File: src/rtl/pe0_operand_feeder_pkg.sv
// pe0_operand_feeder_pkg: mode encodings, layer counts and FSM states shared by the PE0 operand feeder.
package pe0_operand_feeder_pkg;

    localparam logic [2:0] MODE_K2_NTT  = 3'b000;
    localparam logic [2:0] MODE_K2_INTT = 3'b010;
    localparam logic [2:0] MODE_D2_NTT  = 3'b100;
    localparam logic [2:0] MODE_D2_INTT = 3'b110;

    localparam int K_LAYERS     = 7;
    localparam int D_LAYERS     = 8;
    localparam int BF_PER_STAGE = 128;
    localparam int ADDR_W       = 8;

    localparam logic [2:0] ST_IDLE  = 3'd0;
    localparam logic [2:0] ST_RUN   = 3'd1;
    localparam logic [2:0] ST_GAP   = 3'd2;
    localparam logic [2:0] ST_DRAIN = 3'd3;
    localparam logic [2:0] ST_DONE  = 3'd4;

    function automatic logic mode_ok(input logic [2:0] m);
        return m inside {MODE_K2_NTT, MODE_K2_INTT, MODE_D2_NTT, MODE_D2_INTT};
    endfunction

endpackage

File: src/rtl/pe0_operand_feeder_addr_gen.sv
// pe0_addr_gen: combinational top/bottom coefficient and twiddle addresses for butterfly j of layer s.
module pe0_addr_gen
    import pe0_operand_feeder_pkg::*;
(
    input  logic              kd,
    input  logic              intt,
    input  logic [2:0]        s,
    input  logic [6:0]        j,
    output logic [ADDR_W-1:0] top,
    output logic [ADDR_W-1:0] bot,
    output logic [ADDR_W-1:0] tw
);
    logic [2:0]        lg;
    logic [ADDR_W-1:0] len, g, off;

    // Every mode's half-span is a power of two, so work with log2(len);
    // both twiddle formulas then collapse to 128/len + g.
    always_comb begin
        lg  = !intt ? 3'd7 - s : (kd ? s : s + 3'd1);
        len = 8'd1 << lg;
        g   = {1'b0, j} >> lg;
        off = {1'b0, j} & (len - 8'd1);
        top = ((g << 1) << lg) | off;
        bot = top + len;
        tw  = (8'd128 >> lg) + g;
    end

endmodule

File: src/rtl/pe0_operand_feeder.sv
// pe0_operand_feeder: walks all NTT/INTT butterflies, issues RAM/ROM reads and packs PE0 operands.
// Optional inter-layer drain gap when PE0_FEED_STAGE_GAP_EN is defined.
module pe0_operand_feeder
    import pe0_operand_feeder_pkg::*;
#(
    parameter int data_width = 24,
    parameter int GAP_CYCLES = 6
) (
    input  logic                  clk,
    input  logic                  rst,
    input  logic                  start,
    input  logic                  sel_0,
    input  logic                  sel_1,
    input  logic                  KD_mode,
    input  logic                  hold,
    output logic                  coef_ren,
    output logic [ADDR_W-1:0]     coef_raddr_top,
    output logic [ADDR_W-1:0]     coef_raddr_bot,
    input  logic [data_width-1:0] coef_rdata_top,
    input  logic [data_width-1:0] coef_rdata_bot,
    output logic                  tw_ren,
    output logic [ADDR_W-1:0]     tw_raddr,
    input  logic [data_width-1:0] tw_rdata,
    output logic [data_width-1:0] PE0_a,
    output logic [data_width-1:0] w0,
    output logic [data_width-1:0] top_out,
    output logic                  feed_valid,
    output logic [2:0]            stage,
    output logic                  busy,
    output logic                  done,
    output logic                  mode_err
);
    localparam int H = data_width / 2;

    logic [2:0]        state, s;
    logic [6:0]        j;
    logic              kd, intt, drain, v1, issue, last_layer;
    logic [ADDR_W-1:0] a_top, a_bot, a_tw;

`ifdef PE0_FEED_STAGE_GAP_EN
    localparam int GAP_W = $clog2(GAP_CYCLES + 1);
    logic [GAP_W-1:0] gap_cnt;
`else
    localparam int unused_gap = GAP_CYCLES;
`endif

    pe0_addr_gen u_addr_gen (
        .kd   (kd),
        .intt (intt),
        .s    (s),
        .j    (j),
        .top  (a_top),
        .bot  (a_bot),
        .tw   (a_tw)
    );

    assign issue          = state == ST_RUN && !hold;
    assign last_layer     = s == (kd ? 3'(D_LAYERS - 1) : 3'(K_LAYERS - 1));
    assign coef_ren       = issue;
    assign tw_ren         = issue;
    assign coef_raddr_top = issue ? a_top : '0;
    assign coef_raddr_bot = issue ? a_bot : '0;
    assign tw_raddr       = issue ? a_tw : '0;
    assign stage          = s;
    assign busy           = state != ST_IDLE;
    assign done           = state == ST_DONE;

    always_ff @(posedge clk) begin
        if (!rst) begin
            state      <= ST_IDLE;
            s          <= '0;
            j          <= '0;
            kd         <= 1'b0;
            intt       <= 1'b0;
            drain      <= 1'b0;
            v1         <= 1'b0;
            feed_valid <= 1'b0;
            mode_err   <= 1'b0;
            PE0_a      <= '0;
            w0         <= '0;
            top_out    <= '0;
`ifdef PE0_FEED_STAGE_GAP_EN
            gap_cnt    <= '0;
`endif
        end else begin
            mode_err   <= state == ST_IDLE && start && !mode_ok({KD_mode, sel_1, sel_0});
            v1         <= issue;
            feed_valid <= v1;
            // Read data arrives one cycle after the issue; pack it into PE0's mode format.
            if (v1) begin
                PE0_a   <= kd ? coef_rdata_bot : {coef_rdata_top[H-1:0], coef_rdata_bot[H-1:0]};
                w0      <= kd ? tw_rdata : {H'(1), tw_rdata[H-1:0]};
                top_out <= kd ? coef_rdata_top : '0;
            end
            case (state)
                ST_IDLE: if (start && mode_ok({KD_mode, sel_1, sel_0})) begin
                    state <= ST_RUN;
                    kd    <= KD_mode;
                    intt  <= sel_1;
                    s     <= '0;
                    j     <= '0;
                end
                ST_RUN: if (issue) begin
                    j <= j + 7'd1;
                    if (j == 7'(BF_PER_STAGE - 1)) begin
                        if (last_layer) begin
                            state <= ST_DRAIN;
                            drain <= 1'b0;
                        end
`ifdef PE0_FEED_STAGE_GAP_EN
                        else begin
                            state   <= ST_GAP;
                            gap_cnt <= '0;
                        end
`else
                        else s <= s + 3'd1;
`endif
                    end
                end
`ifdef PE0_FEED_STAGE_GAP_EN
                ST_GAP: if (gap_cnt == GAP_W'(GAP_CYCLES - 1)) begin
                    state <= ST_RUN;
                    s     <= s + 3'd1;
                end else gap_cnt <= gap_cnt + GAP_W'(1);
`endif
                ST_DRAIN: begin
                    drain <= 1'b1;
                    if (drain) state <= ST_DONE;
                end
                ST_DONE: state <= ST_IDLE;
                default: state <= ST_IDLE;
            endcase
        end
    end

endmodule
File: config.mk
export PLATFORM = sky130hd
export DESIGN_NAME = pe0_operand_feeder
export DESIGN_NICKNAME = d
export VERILOG_FILES = /design/src/rtl/pe0_operand_feeder_pkg.sv /design/src/rtl/pe0_operand_feeder_addr_gen.sv /design/src/rtl/pe0_operand_feeder.sv
export SDC_FILE = /design/constraint.sdc
export NUM_CORES = 1
export LEC_CHECK = 0
export ABC_AREA = 1
export CAP_MARGIN = 20
export CORE_MARGIN = 2
export CORE_UTILIZATION = 65
export CTS_BUF_LIST = sky130_fd_sc_hd__clkbuf_2
export DETAILED_ROUTE_END_ITERATION = 16
export DONT_BUFFER_PORTS = 1
export PLACE_DENSITY = 0.8
export REMOVE_ABC_BUFFERS = 1
export SYNTH_ARGS = -nofsm -noshare
export SYNTH_HDL_FRONTEND = slang
export SYNTH_SLANG_ARGS = --single-unit
File: constraint.sdc
create_clock -name clk -period 4.1 [get_ports clk]
set_input_delay 0.41 -clock clk [delete_from_list [all_inputs] [get_ports clk]]
set_output_delay 0.41 -clock clk [all_outputs]
set_load 0.01 [all_outputs]
==> reports/qor.csv <==
metric;value;unit
status;completed;
Hold Path Class;in -> reg;
Distinct cells, synth;42;
ANT nets after route;0;
nets@finish;839;
grt ovf;0;
slew margin rel.;0.309;
R2R setup slack;1.87;ns
top cell type's share of synthesized area;0.395;
Rows;30;
wire per inst;18.2;um
H-tree depth;3;
Die X;88.2;um
routed vias;5175;
FFs w/ async S/R, synth;0;
flops & latches, synth;91;
peak supply drop;244;uV
largest net degree at the start of global routing;41;
DR pass1 iterations;6;
first-pass GRT wire length;21.3;mm
max-cap violations;0;
leading area contributor after synthesis;dfxtp_1;
Final Skew;0.0369;ns
Final Max Slew Viols;0;
vias in the first global route;4530;
Worst path slowest cell;dfxtp_4;
CP peak stage delay;0.44;ns
Comb power frac;0.178;
NetSw;0.522;mW
share of cells above drive strength 1;0.174;
sequential area share after synthesis;0.395;
Min Clock Period, post-route;4.02;ns
Clock Latency Late Sink;0.55;ns
Initial DRC Count;504;
power per cell area;280;nW/um^2
Hold Fails Final Rpt;0;
DRC;0;
input/output buffers;0;
Syn Std Cell Area;4610;sq um
CP Launch Type;register;
launch point of the worst path;kd$_SDFFE_PN0P_;
CP Capture Point;coef_raddr_bot[6];
# diodes;0;
clock-pin slew on the worst setup and hold paths;0.28;ns
largest fanout on the critical path;18;
Routed WL;15.4;mm
Main synth FF type;dfxtp_1;
Initial Util;0.675;
Overall Power;1.64;mW
die area;7790;sq um
worst endpoint required time;3.69;ns
Area Overhead vs Synth;26.9;%
period utilization;0.980;
most frequent cell after synthesis;nand2_1;
Worst-Margin Slew;1.03;ns
CTS tree;yes;
post-DP HPWL;8.42;mm
Avg Cell Area, Syn;6.82;sq um
arrival time worst endpoint;3.61;ns
GRT Util Overall;0.347;
r2r startpoint;v1$_SDFF_PN0_;
number of I/O pins;184;
CTS Buf Count;9;
RePlAce Congestion;0.945;
top post-synthesis cells by count;nand2_1, dfxtp_1, nor2_1;
initial antenna violation count;0;
RSZ-0062 raised after global routing;true;
R2R Path End;w0[17]$_SDFFE_PN0P_;
Final setup viols;0;
clock buffer depth;2;
Synth Instances;676;
worst hold margin;0.00411;ns
sequential power share;0.572;
max frequency;0.249;GHz
number of vias per cell;6.10;
crit path kind;reg -> out;
Clk pwr share;0.250;
Root Buffer Master;clkbuf_2;
height of the die;88.2;um
Int Pwr;1.12;mW
leading post-synthesis cells by cell area;dfxtp_1, nand2_1, a21oi_1;
worst path cell trace;inv_8 -> nand2_1 -> nand3_4 -> nand2_4 -> nand2_1 -> nand2_2 -> nand3_2 -> nand3_2 -> nand3_2 -> nand2_2 -> a21boi_2 -> inv_2 -> ha_4 -> nand2_2 -> inv_2 -> nor2_2 -> inv_2 -> a21oi_4 -> nor2_1 -> o21a_1 -> nor2_2 -> xor2_1 -> nor2_2;
Post-synth EDFFs;0;
# clock sinks;91;
Switching Fraction;0.319;
Final Util;0.857;
R2R cell count;4;
Yosys warnings;0;
core footprint;6830;sq um
CP Capture Type;output port;
Lkg Pwr;2.51;nW
## state kept, by name (all words and copies together), names as in the netlist
register    count
drain           1
w0             24
PE0_a          24
mode_err        1
stage           3
intt            1
top_out        24
state           3
j               7
feed_valid      1
v1              1
kd              1
## power by group through the flow
stage / clock, mW / combinational [mW] / sequential, mW
2_1_floorplan: 0 / 0.130 / 0.948
3_3_place_gp: 0 / 0.170 / 0.950
3_5_place_dp: 0 / 0.176 / 0.951
4_1_cts: 0.402 / 0.234 / 0.935
5_1_grt: 0.441 / 0.314 / 0.940
6_report: 0.410 / 0.291 / 0.937
## routing by layer
layer,GRT usage,routed length [um],up-vias
met5,0,0,-
li1,-,-,2354
met4,0.154,691,0
met1,0.415,5490,2364
met2,0.583,7610,375
met3,0.0951,1630,82
## repair_timing
item,4_1_cts,5_1_grt
hold buffers,57,10
buffers inserted,3,14
endpoints found under the hold margin,69,10
endpoints found under the setup margin,4,5
resized for setup,12,63
pin swaps,2,27
gates cloned,0,3
## per-stage QoR
stage | worst slack [ns] | instances | cell area (sq um) | setup TNS [ns]
floorplan | 0.498 | 641 | 4430 | 0
global placement | 0.391 | 744 | 4610 | 0
detailed placement | 0.235 | 745 | 4630 | 0
CTS | 0.00263 | 821 | 5370 | 0
global route | -0.161 | 849 | 5850 | -0.285
finish | 0.0823 | 849 | 5850 | 0
## worst max-delay path, delay by kind of cell, from the launching register on
family                   cells  cell delay (ns)
AND/OR/NAND/NOR             14             1.35
AO/OA/AOI/OAI                3             0.50
flip-flops                   1             0.44
buffers and inverters        4             0.30
adder cells (fa/ha/maj)      1             0.25
XOR/XNOR                     1             0.18
## worst min path at each step
stage	startpoint	end	slack [ns]	cells past startpoint
6_report	coef_rdata_bot[18]	PE0_a[18]$_SDFFE_PN0P_	0.004	2
5_1_grt	coef_rdata_top[5]	PE0_a[17]$_SDFFE_PN0P_	0.009	2
4_1_cts	coef_rdata_top[3]	top_out[3]$_SDFFE_PN0P_	0.001	2
3_5_place_dp	drain$_SDFFE_PN0P_	drain$_SDFFE_PN0P_	0.47	2
3_3_place_gp	drain$_SDFFE_PN0P_	drain$_SDFFE_PN0P_	0.47	2
2_1_floorplan	drain$_SDFFE_PN0P_	drain$_SDFFE_PN0P_	0.44	2
## layout make-up
cell class,count,area [sq um]
Multi-Input combinational cell,502,2670
Sequential cell,91,1840
Fill cell,418,977
Timing Repair Buffer,93,926
Inverter,51,206
Tap cell,96,120
Clock buffer,11,55.1
Clock inverter,5,38.8
## cells in the final DEF (no fill, tap or decap), types with 8 or more instances in the layout
master	instances
nand2_2	22
nor2_2	8
dlygate4sd3_1	67
o21ai_0	49
nand3_1	24
nand2_1	150
inv_2	11
clkbuf_2	11
nand2_4	10
nor2_1	84
dfxtp_1	86
inv_1	35
a21oi_1	83
ha_1	8
nand3_2	13
buf_4	22
## cells by family after synthesis
family	share of synthesized area
other	0.000813
AOI/OAI and AO/OA	0.181
buffers and inverters	0.0808
xor gates and xnor gates	0.00570
adders and majority gates	0.0342
DFF	0.395
and+or+nand+nor	0.302
Note: power is estimated with default switching activity, not from simulation.
